## src/rtl/decoder_n_scan.sv

```systemverilog
// decoder_n_scan: N-bit code register driving a registered one-hot decoder.
// The code is either loaded directly or auto-advanced by a prescaled scan.
// Each edge picks one action, in this priority order: load, then scan
// advance, then hold. A change of Mode restarts the prescaler.
module decoder_n_scan #(
    parameter int N   = 2,   // code width, 1..6
    parameter int DIV = 4    // enabled scan cycles per code advance, >= 1
) (
    input  logic                 clk,
    input  logic                 rst_n,
    input  logic                 En,
    input  logic                 Mode,
    input  logic                 Load,
    input  logic [N-1:0]         i,
    output logic [(1<<N)-1:0]    o,
    output logic [N-1:0]         code,
    output logic                 tick
);

    localparam int LINES = 1 << N;
    // With DIV=1 the prescaler never leaves 0, but it still needs one bit
    // so that the register is well formed.
    localparam int PW = (DIV > 1) ? $clog2(DIV) : 1;
    localparam logic [PW-1:0] PRESC_LAST = PW'(DIV - 1);

    logic [N-1:0]     code_q, code_d;
    logic [PW-1:0]    presc_q, presc_d;
    logic             mode_hist_q;
    logic [LINES-1:0] o_q, o_d;
    logic             tick_q, tick_d;
    logic             mode_change;
    logic             advance;

    assign mode_change = (Mode != mode_hist_q);

    // Next-state for code and prescaler: load wins, then a Mode change
    // (restart), then scan counting. Otherwise everything holds.
    always_comb begin
        code_d  = code_q;
        presc_d = presc_q;
        advance = 1'b0;
        if (Load) begin
            code_d  = i;
            presc_d = '0;
        end else if (mode_change) begin
            presc_d = '0;
        end else if (Mode && En) begin
            if (presc_q == PRESC_LAST) begin
                code_d  = code_q + N'(1);
                presc_d = '0;
                advance = 1'b1;
            end else begin
                presc_d = presc_q + PW'(1);
            end
        end
    end

    // Decoder: one line per code value. Because the decode uses the value
    // the code register is about to take, o and code change on the same edge.
    for (genvar gi = 0; gi < LINES; gi++) begin : g_dec
        assign o_d[gi] = En & (code_d == N'(gi));
    end

    // The tick register marks the edge that advanced the code.
    assign tick_d = advance;

    // State and output registers. Reset clears them asynchronously, so the
    // scan restarts from a full prescale count.
    always_ff @(posedge clk or negedge rst_n) begin
        if (!rst_n) begin
            code_q      <= '0;
            presc_q     <= '0;
            mode_hist_q <= 1'b0;
            o_q         <= '0;
            tick_q      <= 1'b0;
        end else begin
            code_q      <= code_d;
            presc_q     <= presc_d;
            mode_hist_q <= Mode;
            o_q         <= o_d;
            tick_q      <= tick_d;
        end
    end

    assign o    = o_q;
    assign code = code_q;
    assign tick = tick_q;

endmodule

```

## config.mk

```make
export PLATFORM = sky130hd
export DESIGN_NAME = decoder_n_scan
export DESIGN_NICKNAME = d
export VERILOG_FILES = /design/src/rtl/decoder_n_scan.sv
export SDC_FILE = /design/constraint.sdc
export NUM_CORES = 1
export LEC_CHECK = 0
export ABC_AREA = 1
export CAP_MARGIN = 20
export CORE_AREA = 10 10 47 49
export DETAILED_ROUTE_END_ITERATION = 16
export DIE_AREA = 0 0 57 59
export PLACE_DENSITY = 0.66
export SETUP_SLACK_MARGIN = 0.02
export SKIP_CTS_REPAIR_TIMING = 1
export SLEW_MARGIN = 15
export SYNTH_ARGS = -nofsm -noshare
export SYNTH_HDL_FRONTEND = slang
export SYNTH_SLANG_ARGS = --single-unit
```

## constraint.sdc

```tcl
create_clock -name clk -period 1.4 [get_ports clk]
set_input_delay 0.28 -clock clk [delete_from_list [all_inputs] [get_ports clk]]
set_output_delay 0.28 -clock clk [all_outputs]
set_load 0.01 [all_outputs]
```

# After elaboration in Yosys (flattened, before gate mapping)
# Cells that the tools add are included.
# word_totals
register_bits	10
in_bits	7
out_inout_bits	7
wordCells	31
# classes
n_addsub	2
eq_ne	5
muxes	12
bitwise_logic	4
reduce_logical	3
# ops
op	n
$mux 2	8
$eq 2x2->1 const B	3
$add 2x1->2 const B	2
$and 1x1->1	4
$mux 1	4
$reduce_bool 3->1	1
$eq 2x1->1 const B	1
$logic_not 2->1	1
$logic_and 1x1->1	1
$ne 1x1->1	1

# Longest topological paths before layout
# Gate-level depths: netlist of the first run.
# depth
word_depth	7
depth_mapped	8

# Least setup slack after synthesis of the first run
# No wires, ideal clock.
# synth_timing
kind	register -> register
startpoint	register presc_q[0]
endpoint	register o_q[0], in the netlist o[0]
setup_time_ps	117
arrival_ps	1034
setup_slack_ps	248
stages_incl_launch_ff	7
period_less_slack_ps	1152
path_cell_list	dfrtp_1 > ha_1 > nand2_1 > o21ai_0 > nand3_2 > nand3_1 > nor2_1
# synth_via
elab_chain_len	7
# synth_rtl
element	line	source
start, declared	27	logic [PW-1:0] presc_q, presc_d;
start signal, assigned	78	presc_q <= presc_d;
$eq 2x2->1	48	if (presc_q == PRESC_LAST) begin
$mux 2	48	
$mux 2	47	end else if (Mode && En) begin
$mux 2	45	end else if (mode_change) begin
$mux 2	42	if (Load) begin
$logic_not 2->1	61	assign o_d[gi] = En & (code_d == N'(gi));
$and 1x1->1	61	
via o_d[0]	29	logic [LINES-1:0] o_q, o_d;
end signal, assigned	74	o_q <= '0;
end signal, assigned	80	o_q <= o_d;
end, declared	29	
# The timed path passes the listed nets, and every way through them passes these cells.
# A chain may end at the register's enable or synchronous reset.

# Worst setup path after layout of the first run
# layout_timing
startpoint	register presc_q[0]
endpoint	register o_q[3], in the netlist o[3]
# layout_via
elab_chain_len	7
# layout_rtl
element	line
$eq 2x2->1	48
$mux 2	48
$mux 2	47
$mux 2	45
$mux 2	42
$eq 2x2->1	61
$and 1x1->1	61
via o_d[3]	29
# The timed path passes the listed nets, and every way through them passes these cells.

==> results by group, run 1 <==
Status
  • Outcome: finished clean

Drt
  • Pre-Repair DR Iteration Count: 4
  • Vias: 473
  • Total Wirelength: 1.16 mm
  • 1st-iter DRT viols: 7
  • Routed len/inst: 11.8 um
  • Remaining DRCs: 0
  • DR vias/cell: 4.83
  • Antenna-violating nets left: 0

Worst setup path
  • Critical Path Start: presc_q[0]
  • Worst reg2reg endpoint: o[3]
  • Worst Path Arrival: 1.41 ns
  • Crit path kind: reg -> reg
  • Worst setup EP type: flop
  • Reg2Reg Setup Slack: 0.15 ns
  • Worst Path Required: 1.56 ns
  • CP Launch Type: flop
  • Worst Setup EP: o[3]
  • Worst r2r src: presc_q[0]
  • Critical Path Fanout Max: 4
  • R2r worst-path depth: 6

Clock tree
  • CTS Buffer Depth: 2
  • Clock Latency Late Sink: 0.27 ns
  • Number of CTS-inserted buffers: 3
  • CTS root buf: clkbuf_4
  • H-tree lvl count: 1
  • CTS clock-pin slew for the worst setup and hold paths: 0.07 ns
  • TritonCTS clock tree: yes
  • CTS sink count: 10

Placement
  • Pre-CTS setup slack: -0.123 ns
  • GPL Wtd Cong: 0.784
  • HPWL after DPL: 913 um
  • Port Buffer Count: 13
  • DP Area: 711 um2

Synth
  • Mux share of post-synthesis cell area: 0%
  • Syn avg cell area: 8.76 um2
  • Synthesis Warnings: 0
  • Simple-gate area share of the yosys netlist: 35.2%
  • Netlist cell types: 16
  • Post-synthesis compound-gate area fraction: 4.43%
  • Adder-Cell Fraction of Synth Area: 4.93%
  • Post-Syn Area: 508 um2
  • Synth Instances: 58
  • Largest family of logic cells by synthesized area: simple AND/OR/NAND/NOR gates
  • XOR/XNOR share of the synthesized area: 1.72%
  • Syn Nets: 67
  • Sequential area share after synthesis: 49.3%
  • FF+latch count, synth: 10

Timing
  • Rel. slew slack: 70.3%
  • Period utilization: 89.3%
  • Final Worst Setup Slack: 0.150 ns
  • Max-slew violations: 0
  • Final count of hold timing violations: 0
  • Fmax: 800 MHz
  • Clock Skews: 0.00293 ns
  • # setup viols final: 0
  • Post-layout min period: 1.25 ns
  • Unrepaired setup endpoints after global routing: false
  • Worst-Margin Slew: 0.445 ns

Floorplanning
  • Row count: 14
  • Die X: 57 um
  • I/O pins: 14
  • Core area: 0.00140 mm2
  • Initial core utilization: 36.2%
  • DIE AREA: 0.00336 mm2
  • Die Y: 59 um

Pwr
  • Max VDD drop: 0.771 mV
  • Pleak: 0.467 nW
  • Power Density: 916 mW/mm2

Worst hold path
  • HP Class: in -> async

GRT
  • First-pass GRT wire length: 2.04 mm
  • Initial antenna violation count: 0
  • Overall Global Routing Usage: 7.56%
  • Number of global-route vias before repair: 504
  • Largest net degree at the start of global routing: 11
  • Gr ovfl total: 0

Layout
  • Sequential Area: 250 um2
  • Layout Nets: 92
  • Ant diodes: 0
  • FILL cells: 136
  • Share of layout cells above drive strength 1: 25.6%
  • Finished Cell Area: 769 um2
  • Synth-to-layout area growth: 51.5%
  • Area of the multi-input gates: 240 um2

Flow run
  • Max_cap viols: 0
-- registers in the layout, summed over array words and instances (netlist names) --
signal       flops
code             2
tick             1
presc_q          2
mode_hist_q      1
o                4
-- cells by family (layout without fill, tap and decap cells) --
family	count (synthesis)	count (layout)
and+or+nand+nor	35	35
AOI/OAI and AO/OA	4	4
xor gates and xnor gates	1	1
buffers and inverters	6	30
adders and majority gates	2	2
DFF	10	10
-- through the flow --
stage / std cells / total power, mW / util [%] / setup TNS [ns] / hold slack, ns
final: 98 / 0.705 / 54.9 / 0 / 0.322
after global routing: 98 / 0.738 / 54.9 / 0 / 0.351
after CTS: 98 / 0.720 / 53.3 / -0.217 / 0.333
after detailed placement: 94 / 0.451 / 50.7 / -0.480 / 0.560
after global placement: 94 / 0.447 / 50.7 / -0.371 / 0.559
after floorplan: 58 / 0.369 / - / 0 / -0.0156
-- how the worst min path moves through the flow --
stage                 end  slack, ns  cells past startpoint
5_1_grt        presc_q[1]       0.35                      1
2_1_floorplan     code[0]      -0.02                      0
3_3_place_gp   presc_q[1]       0.56                      2
4_1_cts        presc_q[1]       0.33                      1
6_report          code[0]       0.32                      1
3_5_place_dp   presc_q[1]       0.56                      2
-- per-layer routing --
| layer | part of all wire, % | up-vias | track usage, % |
|---|---|---|---|
| met3 | 8.7 | 4 | 2.15 |
| met1 | 39 | 215 | 7.48 |
| li1 | - | 236 | - |
| met2 | 49 | 18 | 12.6 |
| met4 | 3.3 | 0 | 7.05 |
| met5 | 0 | - | 0 |
-- synth_stat cells --
library cell / number / share of area [%]
nor3_1: 2 / 2.0
a211oi_1: 1 / 1.5
dfrtp_1: 10 / 49
xor2_1: 1 / 1.7
nor2_1: 6 / 4.4
ha_1: 2 / 4.9
inv_2: 1 / 0.74
nand3_1: 7 / 6.9
nand2_4: 1 / 2.2
nor2_4: 2 / 4.4
nand2_2: 1 / 1.2
or2_2: 2 / 2.5
nand3_2: 1 / 2.0
nand2_1: 13 / 9.6
inv_1: 5 / 3.7
o21ai_0: 3 / 3.0
-- report_power, final --
group	leakage (nW)	total (mW)	internal (mW)	switching, mW
clock network	0.0210	0.265	0.158	0.107
logic	0.315	0.127	0.0649	0.0619
registers	0.131	0.313	0.304	0.00873
-- final cells by class --
class                           instances  share of cell area (%)
Sequential cell                        10                    32.5
Tap cell                               16                    2.60
Clock buffer                            4                    4.72
Multi-Input combinational cell         42                    31.2
Timing Repair Buffer                   20                    26.0
Inverter                                6                    2.93
-- placed cells by master (no fill, tap or decap) --
| cell type | synthesis | layout |
|---|---|---|
| clkbuf_8 | 0 | 1 |
| a211oi_1 | 1 | 1 |
| nand2_1 | 13 | 12 |
| dlymetal6s2s_1 | 0 | 7 |
| or2_2 | 2 | 2 |
| nand3_2 | 1 | 1 |
| ha_1 | 2 | 1 |
| clkbuf_4 | 0 | 3 |
| nor2_1 | 6 | 6 |
| dfrtp_1 | 10 | 10 |
| buf_4 | 0 | 7 |
| inv_2 | 1 | 1 |
| o21ai_0 | 3 | 2 |
| nand2_2 | 1 | 2 |
| clkdlybuf4s50_1 | 0 | 6 |
| nor3_1 | 2 | 2 |
| nor2_4 | 2 | 2 |
| ha_2 | 0 | 1 |
| inv_1 | 5 | 5 |
| o21ai_1 | 0 | 1 |
| nand2_4 | 1 | 1 |
| xor2_1 | 1 | 1 |
| nand3_1 | 7 | 7 |
-- critical path: stages, from the launching register on --
cell     delay [ns]
dfrtp_1        0.41
ha_2           0.21
nand2_2        0.08
o21ai_0        0.18
nand3_1        0.09
nand3_1        0.11
nor2_1         0.06
Note: power is estimated with default switching activity, not from simulation.
==> run 2, diff against run 1 <==
--- a/config.mk
+++ b/config.mk
@@ -5,13 +5,11 @@
 export SDC_FILE = /design/constraint.sdc
 export NUM_CORES = 1
 export LEC_CHECK = 0
-export ABC_AREA = 1
 export CAP_MARGIN = 20
-export CORE_AREA = 10 10 47 49
+export CORE_AREA = 8 8 45 47
 export DETAILED_ROUTE_END_ITERATION = 16
-export DIE_AREA = 0 0 57 59
-export PLACE_DENSITY = 0.66
-export SETUP_SLACK_MARGIN = 0.02
+export DIE_AREA = 0 0 53 55
+export PLACE_DENSITY = 0.67
 export SKIP_CTS_REPAIR_TIMING = 1
 export SLEW_MARGIN = 15
 export SYNTH_ARGS = -nofsm -noshare
==> run 2 against run 1 <==
  * Via count fell by 1.9%
  * Clock power barely moved
  * Global-route usage rose by 2.0 points
  * Highest routed layer unchanged
  * The run now ends with setup timing left
  * Critical path depth fell by 1
  * Register-to-register slack got worse by 0.24 ns
  * Clock skew rose by 0.0021 ns
  * Largest cell class is now multi-input combinational cells
==> results by group, run 2 <==
Layout
  • FILL cells: 122 (was 136)
  • Share of layout cells above drive strength 1: 36.7% (was 25.6%)
  • Synth-to-layout area growth: 65.5% (was 51.5%)
  • Leading cell types in the layout, fill and taps excluded: buf_4 (13), dfrtp_1 (10), dlymetal6s2s_1 (8) (was nand2_1 (12), dfrtp_1 (10), nand3_1 (7), dlymetal6s2s_1 (7), buf_4 (7))
  • Layout Nets: 89 (was 92)
  • Commonest non-fill, non-tap cell in the layout: buf_4 (was nand2_1)
  • Ant diodes: 0 (unchanged)
  • Final Util: 62.4% (was 54.9%)
  • Max FFs per register: 4 (unchanged)

Timing
  • Clock Skews: 0.00499 ns (was 0.00293 ns)
  • Unrepaired setup endpoints after global routing: true (was false)
  • Max-slew violations: 0 (unchanged)
  • Post-layout min period: 1.49 ns (was 1.25 ns)
  • Final count of hold timing violations: 0 (unchanged)
  • # setup viols final: 5 (was 0)
  • Fmax: 671 MHz (was 800 MHz)
  • Final Worst Setup Slack: -0.0910 ns (was 0.150 ns)
  • Worst-Margin Slew: 0.472 ns (was 0.445 ns)
  • Rel. slew slack: 68.4% (was 70.3%)
  • Period utilization: 106% (was 89.3%)

Worst setup path
  • Cells along the critical path: ha_2, and3_4, xnor2_1, or3b_4, o22ai_2 (was ha_2, nand2_2, o21ai_0, nand3_1, nand3_1, nor2_1)
  • Largest stage delay on the critical path: 0.39 ns (was 0.41 ns)
  • Crit path kind: reg -> reg (unchanged)
  • Worst Path Required: 1.59 ns (was 1.56 ns)
  • Worst path slowest cell: dfrtp_1 (unchanged)
  • Worst r2r src: presc_q[1] (was presc_q[0])
  • Reg2Reg Setup Slack: -0.09 ns (was 0.15 ns)
  • Critical Path Fanout Max: 2 (was 4)
  • CP top delay family: simple AND/OR/NAND/NOR gates (was flip-flops)
  • Buf+Inv Stages, Crit Path: 0 (unchanged)
  • CP Launch Type: flop (unchanged)
  • Worst setup EP type: flop (unchanged)
  • Worst Path Arrival: 1.68 ns (was 1.41 ns)
  • Critical Path Start: presc_q[1] (was presc_q[0])

Synth
  • Ys async rst share: 100% (unchanged)
  • Top cell type's share of synthesized area: 48.0% (was 49.3%)
  • FF+latch count, synth: 10 (unchanged)
  • Syn Nets: 59 (was 67)
  • Syn avg cell area: 10.4 um2 (was 8.76 um2)
  • Most common cell in the synthesized netlist: dfrtp_1 (was nand2_1)
  • Dominant cell type by area after synthesis: dfrtp_1 (unchanged)
  • Most instantiated cells after synthesis: dfrtp_1 (10), nor2_1 (6), nand2_1 (4) (was nand2_1 (13), dfrtp_1 (10), nand3_1 (7))
  • Post-synth EDFFs: 0 (unchanged)
  • Netlist cell types: 24 (was 16)
  • Area contributors post-synth: dfrtp_1 (48%), ha_1 (4.8%), mux2_2 (4.3%) (was dfrtp_1 (49%), nand2_1 (9.6%), nand3_1 (6.9%))
  • Synthesis Warnings: 0 (unchanged)
  • Synth Instances: 50 (was 58)
  • Ys flop type: dfrtp_1 (unchanged)
  • Sequential area share after synthesis: 48.0% (was 49.3%)
  • Post-Syn Area: 522 um2 (was 508 um2)

Pwr
  • Max VDD drop: 0.414 mV (was 0.771 mV)
  • Tot Pwr: 0.719 mW (was 0.705 mW)
  • Pint: 0.544 mW (was 0.527 mW)
  • Power share of the combinational group: 20.6% (was 18.0%)
  • Flop pwr share: 43.0% (was 44.4%)
  • Power Density: 833 mW/mm2 (was 916 mW/mm2)
  • Pleak: 0.491 nW (was 0.467 nW)
  • Clock group share of total power: 36.5% (was 37.6%)
  • Switching Share: 24.4% (was 25.2%)
  • Psw: 0.176 mW (was 0.178 mW)

Worst hold path
  • HP Class: in -> reg (was in -> async)
  • Hold path start: Mode

Drt
  • 1st-iter DRT viols: 8 (was 7)
  • Pre-Repair DR Iteration Count: 4 (unchanged)
  • Remaining DRCs: 0 (unchanged)
  • Vias: 464 (was 473)
  • DR vias/cell: 4.88 (was 4.83)
  • Antenna-violating nets left: 0 (unchanged)
  • Total Wirelength: 1.31 mm (was 1.16 mm)
  • Routed len/inst: 13.8 um (was 11.8 um)

Clock tree
  • Number of CTS-inserted buffers: 3 (unchanged)
  • CTS clock-pin slew for the worst setup and hold paths: 0.07 ns (about the same)
  • TritonCTS clock tree: yes (unchanged)
  • H-tree lvl count: 1 (unchanged)
  • CTS Buffer Depth: 2 (unchanged)
  • Clock Latency Late Sink: 0.26 ns (was 0.27 ns)
  • CTS sink count: 10 (unchanged)
  • CTS root buf: clkbuf_4 (unchanged)

GRT
  • Overall Global Routing Usage: 9.58% (was 7.56%)
  • Initial antenna violation count: 0 (unchanged)
  • Number of global-route vias before repair: 474 (was 504)
  • First-pass GRT wire length: 2.01 mm (was 2.04 mm)
  • Gr ovfl total: 0 (unchanged)
  • Largest net degree at the start of global routing: 11 (unchanged)

Placement
  • HPWL after DPL: 938 um (was 913 um)
  • GPL Wtd Cong: 0.783 (was 0.784)
  • Port Buffer Count: 13 (unchanged)

Status
  • Failing checks: setup timing
  • Outcome: finished with violations (was finished clean)

Floorplanning
  • Row count: 14 (unchanged)
  • Initial core utilization: 37.7% (was 36.2%)
  • Core area: 0.00138 mm2 (was 0.00140 mm2)
  • Die Y: 55 um (was 59 um)
  • I/O pins: 14 (unchanged)
  • Die X: 53 um (was 57 um)
  • DIE AREA: 0.00292 mm2 (was 0.00336 mm2)

Flow run
  • Max_cap viols: 0 (unchanged)
[run 2: changes by cell type after synthesis, sizes merged, moves of 2 or more]
cell,previous run,this run
nor3,2,0
nand3,8,1
nand2,15,4
inv,6,0
mux2,0,2
nor2,8,6
mux2i,0,2
and2,0,2
xnor2,0,2
o22ai,0,2
a21oi,0,2
a22oi,0,2
[run 2: area by class of cell]
class	instances	area (um2)	area share (%)
Clock buffer	4	36.3	4.20
Multi-Input combinational cell	38	298	34.5
Sequential cell	10	250	29.0
Tap cell	16	20.0	2.32
Timing Repair Buffer	27	259	30.0
[run 2: final timing paths]
| check | end | cells past startpoint |
|---|---|---|
| max in group asynchronous | o[0] | 1 |
| min in group asynchronous | mode_hist_q | 1 |
| max | o[1] | 5 |
| max reg2reg | o[1] | 5 |
| min | mode_hist_q | 1 |
| min reg2reg | presc_q[1] | 3 |
[run 2: cells by family (layout without fill, tap and decap cells)]
family,Yosys count,in the layout,share of synthesized area [%]
buffers and inverters,2,31,2.40
AO/OA/AOI/OAI,8,8,9.11
adder cells (fa/ha/maj),2,2,4.80
multiplexers,4,4,8.15
AND/OR/NAND/NOR,20,20,20.9
XOR/XNOR,4,4,6.72
flip-flops,10,10,48.0
[run 2: power by group through the flow]
stage / logic [mW] / clock network [mW] / registers (mW)
after floorplan: 0.0441 / 0 / 0.325
after global placement: 0.131 / 0 / 0.316
after detailed placement: 0.134 / 0 / 0.317
after CTS: 0.134 / 0.278 / 0.312
after global routing: 0.161 / 0.292 / 0.311
final: 0.148 / 0.262 / 0.309
[run 2: metrics by stage]
| step | TNS, ns | hold slack (ns) | setup WS, ns | std cells | area (um2) |
|---|---|---|---|---|---|
| finish | -0.245 | 0.213 | -0.0910 | 95 | 863 |
| floorplan | -0.0912 | -0.0156 | -0.0531 | 50 | 524 |
| detailed placement | -1.93 | 0.640 | -0.331 | 89 | 752 |
| global placement | -1.65 | 0.630 | -0.280 | 89 | 752 |
| CTS | -0.605 | 0.344 | -0.152 | 93 | 788 |
| global route | -0.534 | 0.209 | -0.133 | 95 | 863 |
[run 2: routing by layer]
metal / up-vias / share of wire [%] / GRT usage [%]
li1: 229 / - / -
met1: 223 / 45 / 11.0
met2: 10 / 50 / 15.2
met3: 2 / 2.5 / 1.07
met4: 0 / 2.4 / 9.05
met5: - / 0 / 0
